## config.mk

```make
export PLATFORM = sky130hd
export DESIGN_NAME = sum_event_detect_flat
export DESIGN_NICKNAME = d
export VERILOG_FILES = /design/src/rtl/sum_event_detect_if.sv /design/src/rtl/sum_event_detect.sv /design/src/flat_wrapper.sv
export SDC_FILE = /design/constraint.sdc
export NUM_CORES = 1
export LEC_CHECK = 0
export ABC_AREA = 1
export BUFFER_PORTS_ARGS = -buffer_cell sky130_fd_sc_hd__buf_2
export CAP_MARGIN = 30
export CORE_MARGIN = 10
export CORE_UTILIZATION = 56
export DETAILED_ROUTE_END_ITERATION = 10
export GPL_TIMING_DRIVEN = 0
export PLACE_DENSITY = 0.78
export SETUP_SLACK_MARGIN = 0.4
export SYNTH_ARGS = -nofsm -noshare
export SYNTH_HDL_FRONTEND = slang
export SYNTH_SLANG_ARGS = --single-unit
```

## constraint.sdc

```tcl
create_clock -name clk -period 2.35 [get_ports clk]
set_input_delay 0.1175 -clock clk [delete_from_list [all_inputs] [get_ports clk]]
set_output_delay 0.1175 -clock clk [all_outputs]
set_load 0.02 [all_outputs]
```

## src/rtl/sum_event_detect_if.sv

```systemverilog
// Sample/event bus between the moving-sum stage, sum_event_detect and its consumer.
// CNT_W must match the CNT_W of the attached sum_event_detect.
interface sum_event_detect_if #(
  parameter int unsigned CNT_W = 8
);
  logic                    en;
  logic signed [7:0]       sum_in;
  logic signed [7:0]       thr_hi;
  logic signed [7:0]       thr_lo;
  logic                    active;
  logic                    evt_start;
  logic                    evt_end;
  logic        [CNT_W-1:0] len_out;
  logic signed [7:0]       peak_out;
  logic                    timeout;

  modport master (
    output en, sum_in, thr_hi, thr_lo,
    input  active, evt_start, evt_end, len_out, peak_out, timeout
  );

  modport slave (
    input  en, sum_in, thr_hi, thr_lo,
    output active, evt_start, evt_end, len_out, peak_out, timeout
  );
endinterface

```

## src/rtl/sum_event_detect.sv

```systemverilog
// Hysteresis event detector on the signed 3-sample moving sum.
// Optional: define EVT_TIMEOUT_EN to end an event when its length counter would overflow.
module sum_event_detect #(
  parameter int unsigned MIN_LEN = 2,
  parameter int unsigned CNT_W   = 8
) (
  input  logic              clk,
  input  logic              rst,
  sum_event_detect_if.slave bus
);

  localparam logic [1:0] S_IDLE   = 2'd0;
  localparam logic [1:0] S_ARM    = 2'd1;
  localparam logic [1:0] S_ACTIVE = 2'd2;

  localparam logic [CNT_W-1:0] CNT_MAX = '1;

  logic [1:0]              state_q, state_d;
  logic [CNT_W-1:0]        cnt_q, cnt_d;
  logic signed [7:0]       peak_q, peak_d;
  logic                    active_q, active_d;
  logic                    evt_start_q, evt_start_d;
  logic                    evt_end_q, evt_end_d;
  logic                    timeout_q, timeout_d;
  logic [CNT_W-1:0]        len_out_q, len_out_d;
  logic signed [7:0]       peak_out_q, peak_out_d;

  logic                    above;
  logic                    below;
  logic signed [7:0]       peak_max;
  logic [CNT_W-1:0]        cnt_inc;

  assign above    = $signed(bus.sum_in) > $signed(bus.thr_hi);
  assign below    = $signed(bus.sum_in) < $signed(bus.thr_lo);
  assign peak_max = ($signed(bus.sum_in) > peak_q) ? bus.sum_in : peak_q;
  assign cnt_inc  = cnt_q + CNT_W'(1);

  // Next-state and registered-output decode; everything holds unless en=1
  always_comb begin
    state_d     = state_q;
    cnt_d       = cnt_q;
    peak_d      = peak_q;
    evt_start_d = 1'b0;
    evt_end_d   = 1'b0;
    timeout_d   = 1'b0;
    len_out_d   = len_out_q;
    peak_out_d  = peak_out_q;

    if (bus.en) begin
      case (state_q)
        S_IDLE: begin
          if (above) begin
            cnt_d  = CNT_W'(1);
            peak_d = bus.sum_in;
            if (MIN_LEN == 1) begin
              state_d     = S_ACTIVE;
              evt_start_d = 1'b1;
            end else begin
              state_d = S_ARM;
            end
          end
        end
        S_ARM: begin
          if (above) begin
            cnt_d  = cnt_inc;
            peak_d = peak_max;
            if (cnt_inc == CNT_W'(MIN_LEN)) begin
              state_d     = S_ACTIVE;
              evt_start_d = 1'b1;
            end
          end else begin
            state_d = S_IDLE;
            cnt_d   = '0;
            peak_d  = '0;
          end
        end
        S_ACTIVE: begin
          if (below) begin
            // Ending sample is excluded from both length and peak
            state_d    = S_IDLE;
            evt_end_d  = 1'b1;
            len_out_d  = cnt_q;
            peak_out_d = peak_q;
            cnt_d      = '0;
            peak_d     = '0;
          end else if (cnt_q == CNT_MAX) begin
`ifdef EVT_TIMEOUT_EN
            state_d    = S_IDLE;
            evt_end_d  = 1'b1;
            timeout_d  = 1'b1;
            len_out_d  = CNT_MAX;
            peak_out_d = peak_max;
            cnt_d      = '0;
            peak_d     = '0;
`else
            peak_d = peak_max;
`endif
          end else begin
            cnt_d  = cnt_inc;
            peak_d = peak_max;
          end
        end
        default: begin
          state_d = S_IDLE;
          cnt_d   = '0;
          peak_d  = '0;
        end
      endcase
    end

    active_d = (state_d == S_ACTIVE);
  end

  // State and output registers, synchronous active-low reset
  always_ff @(posedge clk) begin
    if (!rst) begin
      state_q     <= S_IDLE;
      cnt_q       <= '0;
      peak_q      <= '0;
      active_q    <= 1'b0;
      evt_start_q <= 1'b0;
      evt_end_q   <= 1'b0;
      timeout_q   <= 1'b0;
      len_out_q   <= '0;
      peak_out_q  <= '0;
    end else begin
      state_q     <= state_d;
      cnt_q       <= cnt_d;
      peak_q      <= peak_d;
      active_q    <= active_d;
      evt_start_q <= evt_start_d;
      evt_end_q   <= evt_end_d;
      timeout_q   <= timeout_d;
      len_out_q   <= len_out_d;
      peak_out_q  <= peak_out_d;
    end
  end

  assign bus.active    = active_q;
  assign bus.evt_start = evt_start_q;
  assign bus.evt_end   = evt_end_q;
  assign bus.timeout   = timeout_q;
  assign bus.len_out   = len_out_q;
  assign bus.peak_out  = peak_out_q;

endmodule
```

## src/flat_wrapper.sv

```systemverilog
// flat-port wrapper written by rule: the top's interface ports become plain ports
module sum_event_detect_flat 
#(
  parameter int unsigned MIN_LEN = 2,
  parameter int unsigned CNT_W   = 8
)
  (clk, rst, bus_en, bus_sum_in, bus_thr_hi, bus_thr_lo, bus_active, bus_evt_start, bus_evt_end, bus_len_out, bus_peak_out, bus_timeout);
  sum_event_detect_if #(.CNT_W(CNT_W)) bus_i ();
  input  logic clk;
  input  logic rst;
  input wire logic [$bits(bus_i.en)-1:0] bus_en;
  input wire logic [$bits(bus_i.sum_in)-1:0] bus_sum_in;
  input wire logic [$bits(bus_i.thr_hi)-1:0] bus_thr_hi;
  input wire logic [$bits(bus_i.thr_lo)-1:0] bus_thr_lo;
  output wire logic [$bits(bus_i.active)-1:0] bus_active;
  output wire logic [$bits(bus_i.evt_start)-1:0] bus_evt_start;
  output wire logic [$bits(bus_i.evt_end)-1:0] bus_evt_end;
  output wire logic [$bits(bus_i.len_out)-1:0] bus_len_out;
  output wire logic [$bits(bus_i.peak_out)-1:0] bus_peak_out;
  output wire logic [$bits(bus_i.timeout)-1:0] bus_timeout;
  assign bus_i.en = bus_en;
  assign bus_i.sum_in = bus_sum_in;
  assign bus_i.thr_hi = bus_thr_hi;
  assign bus_i.thr_lo = bus_thr_lo;
  assign bus_active = bus_i.active;
  assign bus_evt_start = bus_i.evt_start;
  assign bus_evt_end = bus_i.evt_end;
  assign bus_len_out = bus_i.len_out;
  assign bus_peak_out = bus_i.peak_out;
  assign bus_timeout = bus_i.timeout;
  sum_event_detect #(.MIN_LEN(MIN_LEN), .CNT_W(CNT_W)) u_core (.clk(clk), .rst(rst), .bus(bus_i));
endmodule
```

Yosys cells after proc, flatten, opt, wreduce, memory -nomap -nowiden
Index checks and enable logic that the tools add are counted.

word-level totals
  register bits after elaboration = 37
  bits in read-only memories = 0
  word-level logic and storage cells = 43
  input port bits = 27
  output and inout bits = 20
  bits in latches = 0
  RAM bits = 0
  memories = 0

cells by class
  eq/ne operators = 7
  $lt $le $gt $ge = 3
  shift operators = 0
  $mul = 0
  reductions and logical operators = 6
  muxes and demuxes = 18
  bitwise operators = 0
  divide/modulo/power cells = 0
  add/subtract/negate cells = 1

operator list
  kind                 count
  $mux 8               8
  $pmux 8 s3           2
  $gt 8x8->1           2
  $mux 2               5
  $reduce_and 3->1     3
  $add 8x1->8 const B  1
  $eq 8x2->1 const B   1
  $eq 8x8->1 const B   1
  $lt 8x8->1           1
  $pmux 2 s3           1
  $eq 2x2->1 const B   2
  $reduce_and 4->1     1
  $ne 3x2->1 const B   1
  $eq 2x1->1 const B   1
  $logic_not 2->1      1
  $mux 1               2
  $ne 2x1->1 const B   1
  $reduce_and 2->1     1

Logic depth before layout (Yosys ltp)
Gate-level depths: netlist of the first run.

  depth in word-level cells = 7
  depth in mapped cells = 17
  gate-level depth less buffers = 17

Least setup slack after synthesis of the first run
OpenSTA, ideal clock, no wires.

  path type = register -> register
  start = register u_core.peak_q[5]
  end = register u_core.peak_q[7]
  cell stages (with the launch flop) = 15
  clock period less this slack = 1.743 ns
  required time = 2.213 ns
  data arrival time = 1.606 ns
  path buffers = 0
  setup slack = 0.607 ns
  cells stage by stage = dfxtp_1 -> inv_1 -> ha_1 -> a21oi_1 -> nor2_1 -> nor2_1 -> nand2_1 -> nand2_2 -> nand3_2 -> nand2_1 -> nand2_1 -> nand2_1 -> nand2_1 -> nand2_1 -> a21oi_1

on the way
  cells in the longest elaborated chain, start to end = 4
  elaborated cells on any way between the ends = 5
  classes of those cells = order compare: 1; mux: 4

ends and longest elaborated chain
  what                              RTL line                                        text
  start, declared                   sum_event_detect.sv:20                          logic signed [7:0] peak_q, peak_d;
  start signal, assigned            sum_event_detect.sv:129                         peak_q <= peak_d;
  $gt 8x8->1 *                      sum_event_detect.sv:35                          assign peak_max = ($signed(bus.sum_in) > peak_q) ? bus.sum_in : peak_q;
  $mux 8 *                          sum_event_detect.sv:35
  $mux 8, on equally long branches  sum_event_detect.sv:78, sum_event_detect.sv:64
  $pmux 8 s3 *                      sum_event_detect.sv:50                          case (state_q)

Every way passes the cells marked *; elsewhere a longest branch is shown, timed or not.
A chain may end at the register's enable or synchronous reset.

Worst setup path in the final report of the first run
  start = register u_core.peak_q[7]
  end = register u_core.peak_q[7]

on the way
  cells in the longest elaborated chain, start to end = 4
  elaborated cells on any way between the ends = 5
  classes of those cells = order compare: 1; mux: 4

ends and longest elaborated chain
  what                              RTL line
  $gt 8x8->1                        sum_event_detect.sv:35
  $mux 8 *                          sum_event_detect.sv:35
  $mux 8, on equally long branches  sum_event_detect.sv:78, sum_event_detect.sv:64
  $pmux 8 s3 *                      sum_event_detect.sv:50

Marks and branches as above.

==> results of run 1 <==
power by group through the flow:
stage	combinational (mW)	sequential [mW]	clock (mW)
detailed placement	0.355	0.673	0
global placement	0.344	0.673	0
finish	0.430	0.663	0.570
CTS	0.370	0.659	0.576
global route	0.484	0.664	0.599
floorplan	0.263	0.671	0
cell usage after synthesis (all sizes together):
cell type	instances	area share, %
a31oi	1	0.24
xnor2	2	0.67
conb	1	0.14
clkbuf	3	0.43
o21ai	17	3.4
nand3	14	4.9
a21boi	1	0.29
a21oi	33	7.4
nand2	137	21
and2	1	0.24
buf	5	1.6
nor2	31	5.6
clkinv	2	0.48
dfxtp	37	28
nand3b	2	0.58
ha	25	12
inv	55	8.2
nor3	2	0.38
nand4	15	3.8
cells in the final DEF, fill, tap and decap left out, types with 5 or more instances in the layout:
cell | synthesis | final
sky130_fd_sc_hd__a21oi_1 | 26 | 23
sky130_fd_sc_hd__a21oi_2 | 7 | 10
sky130_fd_sc_hd__buf_2 | 1 | 44
sky130_fd_sc_hd__buf_4 | 2 | 7
sky130_fd_sc_hd__clkbuf_8 | 0 | 6
sky130_fd_sc_hd__dfxtp_1 | 37 | 28
sky130_fd_sc_hd__dfxtp_2 | 0 | 7
sky130_fd_sc_hd__ha_1 | 25 | 19
sky130_fd_sc_hd__ha_4 | 0 | 5
sky130_fd_sc_hd__inv_1 | 48 | 43
sky130_fd_sc_hd__inv_2 | 4 | 9
sky130_fd_sc_hd__nand2_1 | 127 | 121
sky130_fd_sc_hd__nand2_2 | 8 | 13
sky130_fd_sc_hd__nand3_1 | 7 | 6
sky130_fd_sc_hd__nand4_1 | 14 | 14
sky130_fd_sc_hd__nor2_1 | 21 | 18
sky130_fd_sc_hd__nor2_2 | 9 | 11
sky130_fd_sc_hd__o21ai_0 | 12 | 12
flip-flops by register name (all words and copies together) (netlist names):
| name | cells |
|---|---|
| u_core.bus.evt_start | 1 |
| u_core.bus.active | 1 |
| u_core.bus.peak_out | 8 |
| u_core.state_q | 2 |
| u_core.cnt_q | 8 |
| u_core.bus.evt_end | 1 |
| u_core.peak_q | 8 |
| u_core.bus.len_out | 8 |
layer usage:
layer	global-route usage, %	vias up	share of wire (%)
met3	4.457	17	7.8
met4	3.994	0	1.7
met1	20.65	1137	43
li1	-	1336	-
met5	0	-	0
met2	27.58	86	47
worst max-delay path, stage by stage (launching register included):
cell and delay [ns]:
sky130_fd_sc_hd__dfxtp_2 0.34, sky130_fd_sc_hd__inv_1 0.14, sky130_fd_sc_hd__ha_4 0.23, sky130_fd_sc_hd__nand2_2 0.09, sky130_fd_sc_hd__nor2_1 0.06, sky130_fd_sc_hd__nor2_2 0.16
sky130_fd_sc_hd__nand3_2 0.18, sky130_fd_sc_hd__buf_4 0.19, sky130_fd_sc_hd__nand4_1 0.07, sky130_fd_sc_hd__nand2_1 0.07, sky130_fd_sc_hd__nand2_1 0.08, sky130_fd_sc_hd__nand2_1 0.08
sky130_fd_sc_hd__nand2_1 0.07, sky130_fd_sc_hd__a21oi_1 0.05
worst paths after layout:
kind / endpoint / slack [ns] / depth (start not counted)
max: u_core.peak_q[7]$_SDFFE_PN0P_ / 0.40 / 13
min: u_core.bus.evt_start$_SDFF_PN0_ / 0.18 / 3
max reg2reg: u_core.peak_q[7]$_SDFFE_PN0P_ / 0.40 / 13
min reg2reg: u_core.peak_q[6]$_SDFFE_PN0P_ / 0.48 / 2
what timing repair did:
item,in CTS,in global routing
hold buffers,0,0
pin swaps,1,11
resized for setup,2,39
setup buffers,3,3
endpoints found under the hold margin,0,0
setup endpoints to repair,8,20
layout make-up:
cell class,count,area share (%)
plain buffers,8,1.680
repair buffers,49,8.242
flip-flops and latches,37,23.63
well taps,52,2.031
inverters,57,7.070
clock inverters,1,0.9375
multi-input cells,282,53.71
clock buffers,7,2.695
logic make-up after synthesis:
| group | synth area share [%] |
|---|---|
| adder cells (fa/ha/maj) | 12.01 |
| buffers and inverters | 10.76 |
| XOR/XNOR | 0.6729 |
| other | 0.1440 |
| AND/OR/NAND/NOR | 36.66 |
| AO/OA/AOI/OAI | 11.29 |
| flip-flops | 28.45 |
==> metrics list, run 1 <==
- Along the worst path, the maximum fanout reaches 4.
- Measured on the finished design, the core utilization comes to 72.56%.
- The startpoint identified for the worst hold timing path is bus_en.
- Tracing the worst setup path back leads to its startpoint at u_core.peak_q[7]$_SDFFE_PN0P_.
- Area of the core region: 4414 sq um
- Final Hold Viols: 0
- Effective utilization at floorplan: 58.99%
- Once placement finished, the instance area stood at 2884 sq um.
- Relative contribution of sequential cells to total power: 39.9%
* Critical path type: register to register
* Largest clock skew in the final design: 0.004691 ns
- In the global route stage, overall resource usage came out at 16.57%.
- Largest net degree at the start of global routing: 12
* Logic gate share of total power: 25.8%
- Across all hold checks on the routed design, the worst slack comes to 0.1798 ns.
- Leakage component of the power: 1.557 nW
* Setup crit end kind: register
* Count of distinct cell types in the synthesized netlist: 34
- Once placement completed, the tool counted placed cells totaling 479.
- After layout, the worst path uses 83.08% of the clock period.
- Wires add up to 6.669 mm.
* Total via count in the routed design: 2576
- In the final layout, the multi-input gates occupy 1720 sq um.
- Number of antenna violations at the first check in global routing: 0
- CTS clock-pin slew for the worst setup and hold paths: 0.07 ns
- Clock tree synthesis selected as its root buffer the cell sky130_fd_sc_hd__clkbuf_8.
- After routing the design area is 3203 sq um.
* Overall power of the completed layout: 1.662 mW
- CTS tree: built
- Final number of setup-violating endpoints: 0
* Total count of max-transition violations in the final report: 0
- The synthesized design contains 37 register bits.
* # IOs: 47
- Count of maximum capacitance violations: 0
- Syn_nets: 436
- Power spread over the standard cell area amounts to 518.9 nW/um^2.
- Pin slew with the least headroom to its limit: 0.8364 ns
- DRC viols: 0
- Yosys printed 0 warnings.
- Of the cells placed in the final design, the portion with a size suffix greater than 1 is 31.52%.
- Based on the critical path, the design can be clocked at up to 512.2 MHz.
- Height of the die: 88.19 um
- Of the total power, the share spent switching nets is 30.64%.
* Vias per cell: 5.225
* Max clock buf depth: 2
- Syn-to-layout area delta: 23.02%
- Seq. cell area: 757.0 sq um
* Overflow left after global routing: 0
* Worst slack, placed: 0.3238 ns
* Worst reg2reg startpoint: u_core.peak_q[7]$_SDFFE_PN0P_
- Number of iterations in the first detailed-routing pass: 5
- The floorplan step set the die width to 88.19 um.
- Final estimated routing congestion in global placement: 0.8714
- After detailed routing, the average wire length per cell comes to 13.53 um.
- Port Buffers: 43
- Path type of the worst min-delay path: primary input to register
- Finished Layout Cells: 493
- Setup repair after global routing left no endpoint under its margin.
* Synthesized area per cell: 6.781 sq um
- Across the VDD grid, the largest voltage drop is 0.3621 mV.
- Cell-internal power: 1.153 mW
* Clock network latency to the later pin of the worst-skew pair: 0.29 ns
- Vias in the first global route: 2405
- Status: finished, final reports clean
* Diode insertion count for antenna repair: 0
- DIE AREA: 7777 sq um
- Synthesis produced a netlist whose cell count is 384.
- Post-route antenna net violation count: 0
- NetSw: 0.5093 mW
- CTS built an H-tree with a depth of 2.
* Sort of element at the start of the critical path: register
* Cts bufs inserted: 5
- Clock net sink count: 37
- Once routing completed, OpenROAD measured the worst setup slack at 0.3977 ns.
- NumNets Final: 492
- HPWL reported at the end of detailed placement: 4.922 mm
- Data on the critical path is required at its endpoint by 2.50 ns.
* Power share of the clock group: 34.3%
* Minimum period implied by the final worst setup slack: 1.952 ns
- First-pass GRT wire length: 10.57 mm
* Rel. slew slack: 44.03%
- Setup total negative slack on the finished layout was measured at 0 ns.
- After synthesis, flip-flops and latches occupy 28.45% of the total area.
- After the first detailed-routing iteration, the DRC count stood at 149.
* Placement row count: 24
* Area of the mapped netlist: 2604 sq um
- Count of fill cells added during filler insertion: 353
* Arrival @ worst endpoint: 2.10 ns
(Power assumes the default switching activity.)
==> run 2, diff against run 1 <==
--- a/config.mk
+++ b/config.mk
@@ -5,11 +5,11 @@
 export SDC_FILE = /design/constraint.sdc
 export NUM_CORES = 1
 export LEC_CHECK = 0
-export ABC_AREA = 1
+export ABC_AREA = 0
 export BUFFER_PORTS_ARGS = -buffer_cell sky130_fd_sc_hd__buf_2
 export CAP_MARGIN = 30
 export CORE_MARGIN = 10
-export CORE_UTILIZATION = 56
+export CORE_UTILIZATION = 55
 export DETAILED_ROUTE_END_ITERATION = 10
 export GPL_TIMING_DRIVEN = 0
 export PLACE_DENSITY = 0.78
==> constraint.sdc (replaced) <==
create_clock -name clk -period 1.9 [get_ports clk]
set_input_delay 0.095 -clock clk [delete_from_list [all_inputs] [get_ports clk]]
set_output_delay 0.095 -clock clk [all_outputs]
set_load 0.02 [all_outputs]
==> metrics list, run 2 <==
* Status: finished with violations
- The final reports fail on setup timing.
* Share of the synthesized area in the top cell type: 30.82%
- CTS built an H-tree with a depth of 2.
- The via count of the first global-routing pass was 2508.
- Root Buffer Master: sky130_fd_sc_hd__clkbuf_8
- Each instance of the synthesized netlist takes up on average 8.837 sq um.
* Final Hold Viols: 0
- The initial antenna violation count was 0.
- Met2 Use GR: 34.14%
* Total via count in the routed design: 2587
- Most instantiated flip-flop cell in the synthesis netlist: sky130_fd_sc_hd__dfxtp_1
- CTS tree: built
- Crit-path max cell delay: 0.34 ns
- Counting instances, the worst hold path has a depth of 3.
* DIE WIDTH: 86.11 um
* Overflow left after global routing: 0
- For this run, design rule violations remaining after detail routing come to 0.
- Rel. slew slack: 60.72%
- NumNets Final: 402
- The commonest cells after synthesis are sky130_fd_sc_hd__dfxtp_1 (37), sky130_fd_sc_hd__inv_1 (30), sky130_fd_sc_hd__ha_1 (25), sky130_fd_sc_hd__nand2_1 (22), sky130_fd_sc_hd__nor2b_1 (20).
- The clock passes through at most 2 buffers.
* Final estimated routing congestion in global placement: 0.8375
- The netlist uses 54 different library cells.
* Largest net degree at the start of global routing: 12
- Met1 layer usage reported by global route: 23.11%
- The worst setup path is launched from a register.
- The count of buffers added on input and output ports is 44.
* Crit Path Max Fanout: 8
* Effective utilization at floorplan: 58.41%
- The final-report max-slew violation count was 0.
- Buffers inserted during clock tree synthesis total 5.
- Most common cell after layout, fill and taps aside: sky130_fd_sc_hd__buf_2
* HPWL reported at the end of detailed placement: 4.376 mm
- Logic depth of the worst register-to-register path: 10
- Worst path slowest cell: sky130_fd_sc_hd__dfxtp_2
- By instance count, the cell type seen most on the critical path is sky130_fd_sc_hd__inv_2.
- For hold timing, the worst endpoint is u_core.peak_q[4]$_SDFFE_PN0P_.
- After filler insertion, the fill cell instance count of the layout stands at 159.
- Detailed Route WL: 8.959 mm
* Largest area contributor in the netlist: sky130_fd_sc_hd__dfxtp_1
- Critical path type: register to register
- Compared with the post-synthesis result, the final layout area differs by 53.88%.
- Largest clock skew in the final design: 0.01158 ns
- Share of post-route cells with drive strength above 1: 51.00%
- Critical Path Stages: 10
- Setup crit end kind: register
- Hold repair after CTS inserted 0 buffers.
- The worst register-to-register path ends at u_core.peak_q[6]$_SDFFE_PN0P_.
- In this run, synthesis produced a sequential element count of 37.
- Clock net sink count: 37
- Average wire per cell in the routed design: 22.34 um
* Top library cells by usage in the layout, fill and taps aside: sky130_fd_sc_hd__buf_2 (32), sky130_fd_sc_hd__dfxtp_1 (28), sky130_fd_sc_hd__nand2_1 (21), sky130_fd_sc_hd__buf_4 (20), sky130_fd_sc_hd__ha_4 (19)
- Vias per cell: 6.451
- Diode insertion count for antenna repair: 0
- Yosys printed 0 warnings.
- Setup repair after global routing could not meet its margin everywhere.
- Cell with the most instances after synthesis: sky130_fd_sc_hd__dfxtp_1
- In this run, placement finished with an instance count of 366.
* Max Clk Rate: 486.6 MHz
* Syn_nets: 324
* Minimum period implied by the final worst setup slack: 2.055 ns
- WP data required: 2.11 ns
- Minimum hold slack: 0.08762 ns
- In this design, the largest share of critical-path delay is due to compound AO/OA/AOI/OAI gates.
- In the post-synthesis netlist, the biggest area contributors are sky130_fd_sc_hd__dfxtp_1 (31%), sky130_fd_sc_hd__ha_1 (13%), sky130_fd_sc_hd__mux2i_1 (7.1%), sky130_fd_sc_hd__nor2b_1 (5.2%), sky130_fd_sc_hd__inv_1 (4.7%).
* Worst reg2reg startpoint: u_core.peak_q[7]$_SDFFE_PN0P_
- The mapped netlist covers 2404 sq um.
* Number of enable-type register cells in the synthesized netlist: 0
- Row generation in the floorplan step produced 23 rows.
* Area of the core region: 4115 sq um
- Arrival @ worst endpoint: 2.27 ns
- Together, buffers and inverters on the worst path number 3.
- Once detail routing completed, the nets flagged for antenna violations numbered 0.
- During I/O placement, the number of pins put on the boundary was 47.
- Share of synthesized area occupied by flip-flops and latches: 30.82%
- Iter 0 DRT Violations: 254
- Number of iterations in the first detailed-routing pass: 5
- Traced cell by cell, the critical path runs through inv_2 > ha_4 > inv_2 > or3_4 > a211oi_4 > o21ai_1 > mux2i_1 > a22o_1 > buf_6 > o2bb2ai_1.
- Finished Layout Cells: 401
- The min-delay analysis places its worst path in the category primary input to register.
- At the pin with the least slew margin, the transition time is 0.5892 ns.
- Clock network latency to the later pin of the worst-skew pair: 0.30 ns
- Power density cells: 546.7 nW/um^2
- R2r setup slk: -0.15 ns
* Most congested layer reported by global routing: met2
* DIE AREA: 7414 sq um
- Post-Synthesis Cells: 272
- Final worst setup slack: -0.1550 ns
- Global routing used 19.95% of the available tracks across all layers.
- In this run the vertical extent of the chip is 86.11 um.
- The worst hold path begins at bus_sum_in[4].
- Summed over all cells, the static leakage comes to 1.479 nW.
- Count of maximum capacitance violations: 0
- Counting flops with an async set or reset pin after synthesis yields a share of 0%.
* Area of the multi-input gates: 1902 sq um
- First-pass GRT wire length: 12.16 mm
* Global routing usage on met3: 5.676%
- Setup violations remaining at the end of the flow were counted as 8.
* Maximum vdd drop: 0.5010 mV
- Final worst-path cycle share: 108.2%
- Seq. cell area: 757.0 sq um
- After clock tree synthesis, the clock-pin slew on the worst setup and hold paths is 0.07 ns.
## run 2: cell count changes after synthesis, sizes merged, moves of 6 or more
cell     before  now
nand2       137   22
o2bb2ai       0    8
o22ai         0    6
nand4        15    3
a21oi        33    9
nand2b        0    6
nor2b         0   20
o21ai        17    6
mux2i         0   17
inv          55   30
nor2         31   10
## run 2: final cells by class
cell class,instances,share of cell area [%]
buffer,15,3.248
multi-input combinational,190,51.42
clock buffer,7,2.064
clock inverter,1,0.2030
timing repair buffer,71,16.44
tap,50,1.691
sequential,37,20.47
inverter,30,4.465
## run 2: routing by layer
metal	up-vias	share of wire, %
met5	-	0
met4	0	4.6
met3	54	9.1
met2	213	48
met1	1215	39
li1	1105	-
## run 2: cell families after synthesis
logic type                 share of synthesized area, %
other                                            0.1560
and+or+nand+nor                                   21.45
AOI/OAI and AO/OA                                 18.17
DFF                                               30.82
xor gates and xnor gates                         0.3645
adders and majority gates                         13.01
muxes                                             7.548
buffers and inverters                             8.485
## run 2: worst max path at each step
stage / start / endpoint / slack, ns
detailed placement: bus_sum_in[0] / u_core.peak_q[4]$_SDFFE_PN0P_ / -0.31
floorplan: u_core.peak_q[7]$_SDFFE_PN0P_ / u_core.peak_q[3]$_SDFFE_PN0P_ / 0.13
global placement: bus_sum_in[0] / u_core.peak_q[0]$_SDFFE_PN0P_ / -0.25
CTS: u_core.peak_q[7]$_SDFFE_PN0P_ / u_core.peak_q[4]$_SDFFE_PN0P_ / -0.02
global route: bus_thr_hi[1] / u_core.peak_q[4]$_SDFFE_PN0P_ / -0.23
finish: u_core.peak_q[7]$_SDFFE_PN0P_ / u_core.peak_q[6]$_SDFFE_PN0P_ / -0.15
## run 2: power breakdown
part           total (mW)  internal, mW  switching [mW]
sequential          0.828         0.802          0.0264
combinational       0.645         0.306           0.338
clock               0.549         0.260           0.290
## run 2: stage by stage
stage               util, %  setup TNS, ns  cell area [sq um]  setup slack, ns  power (mW)
detailed placement    71.24         -3.763               2932          -0.3071       1.264
finish                89.88         -1.138               3699          -0.1550       2.022
CTS                   85.31       -0.04464               3511         -0.01641       1.888
global placement      71.24         -3.100               2932          -0.2464       1.251
global route          89.88         -1.713               3699          -0.2339       2.096
floorplan                 -              0               2649           0.1308       1.138
## run 2: timing repair
action                                  in CTS  in global routing
gates resized for setup                     60                 34
pin swaps                                   13                 16
gates cloned                                 2                  0
setup buffers                               20                  5
endpoints found under the setup margin      37                 37
## run 2: tightest hold or removal path: stages
cell	delay [ns]
sky130_fd_sc_hd__buf_6	0.11
sky130_fd_sc_hd__nand2_1	0.05
sky130_fd_sc_hd__o2bb2ai_1	0.07
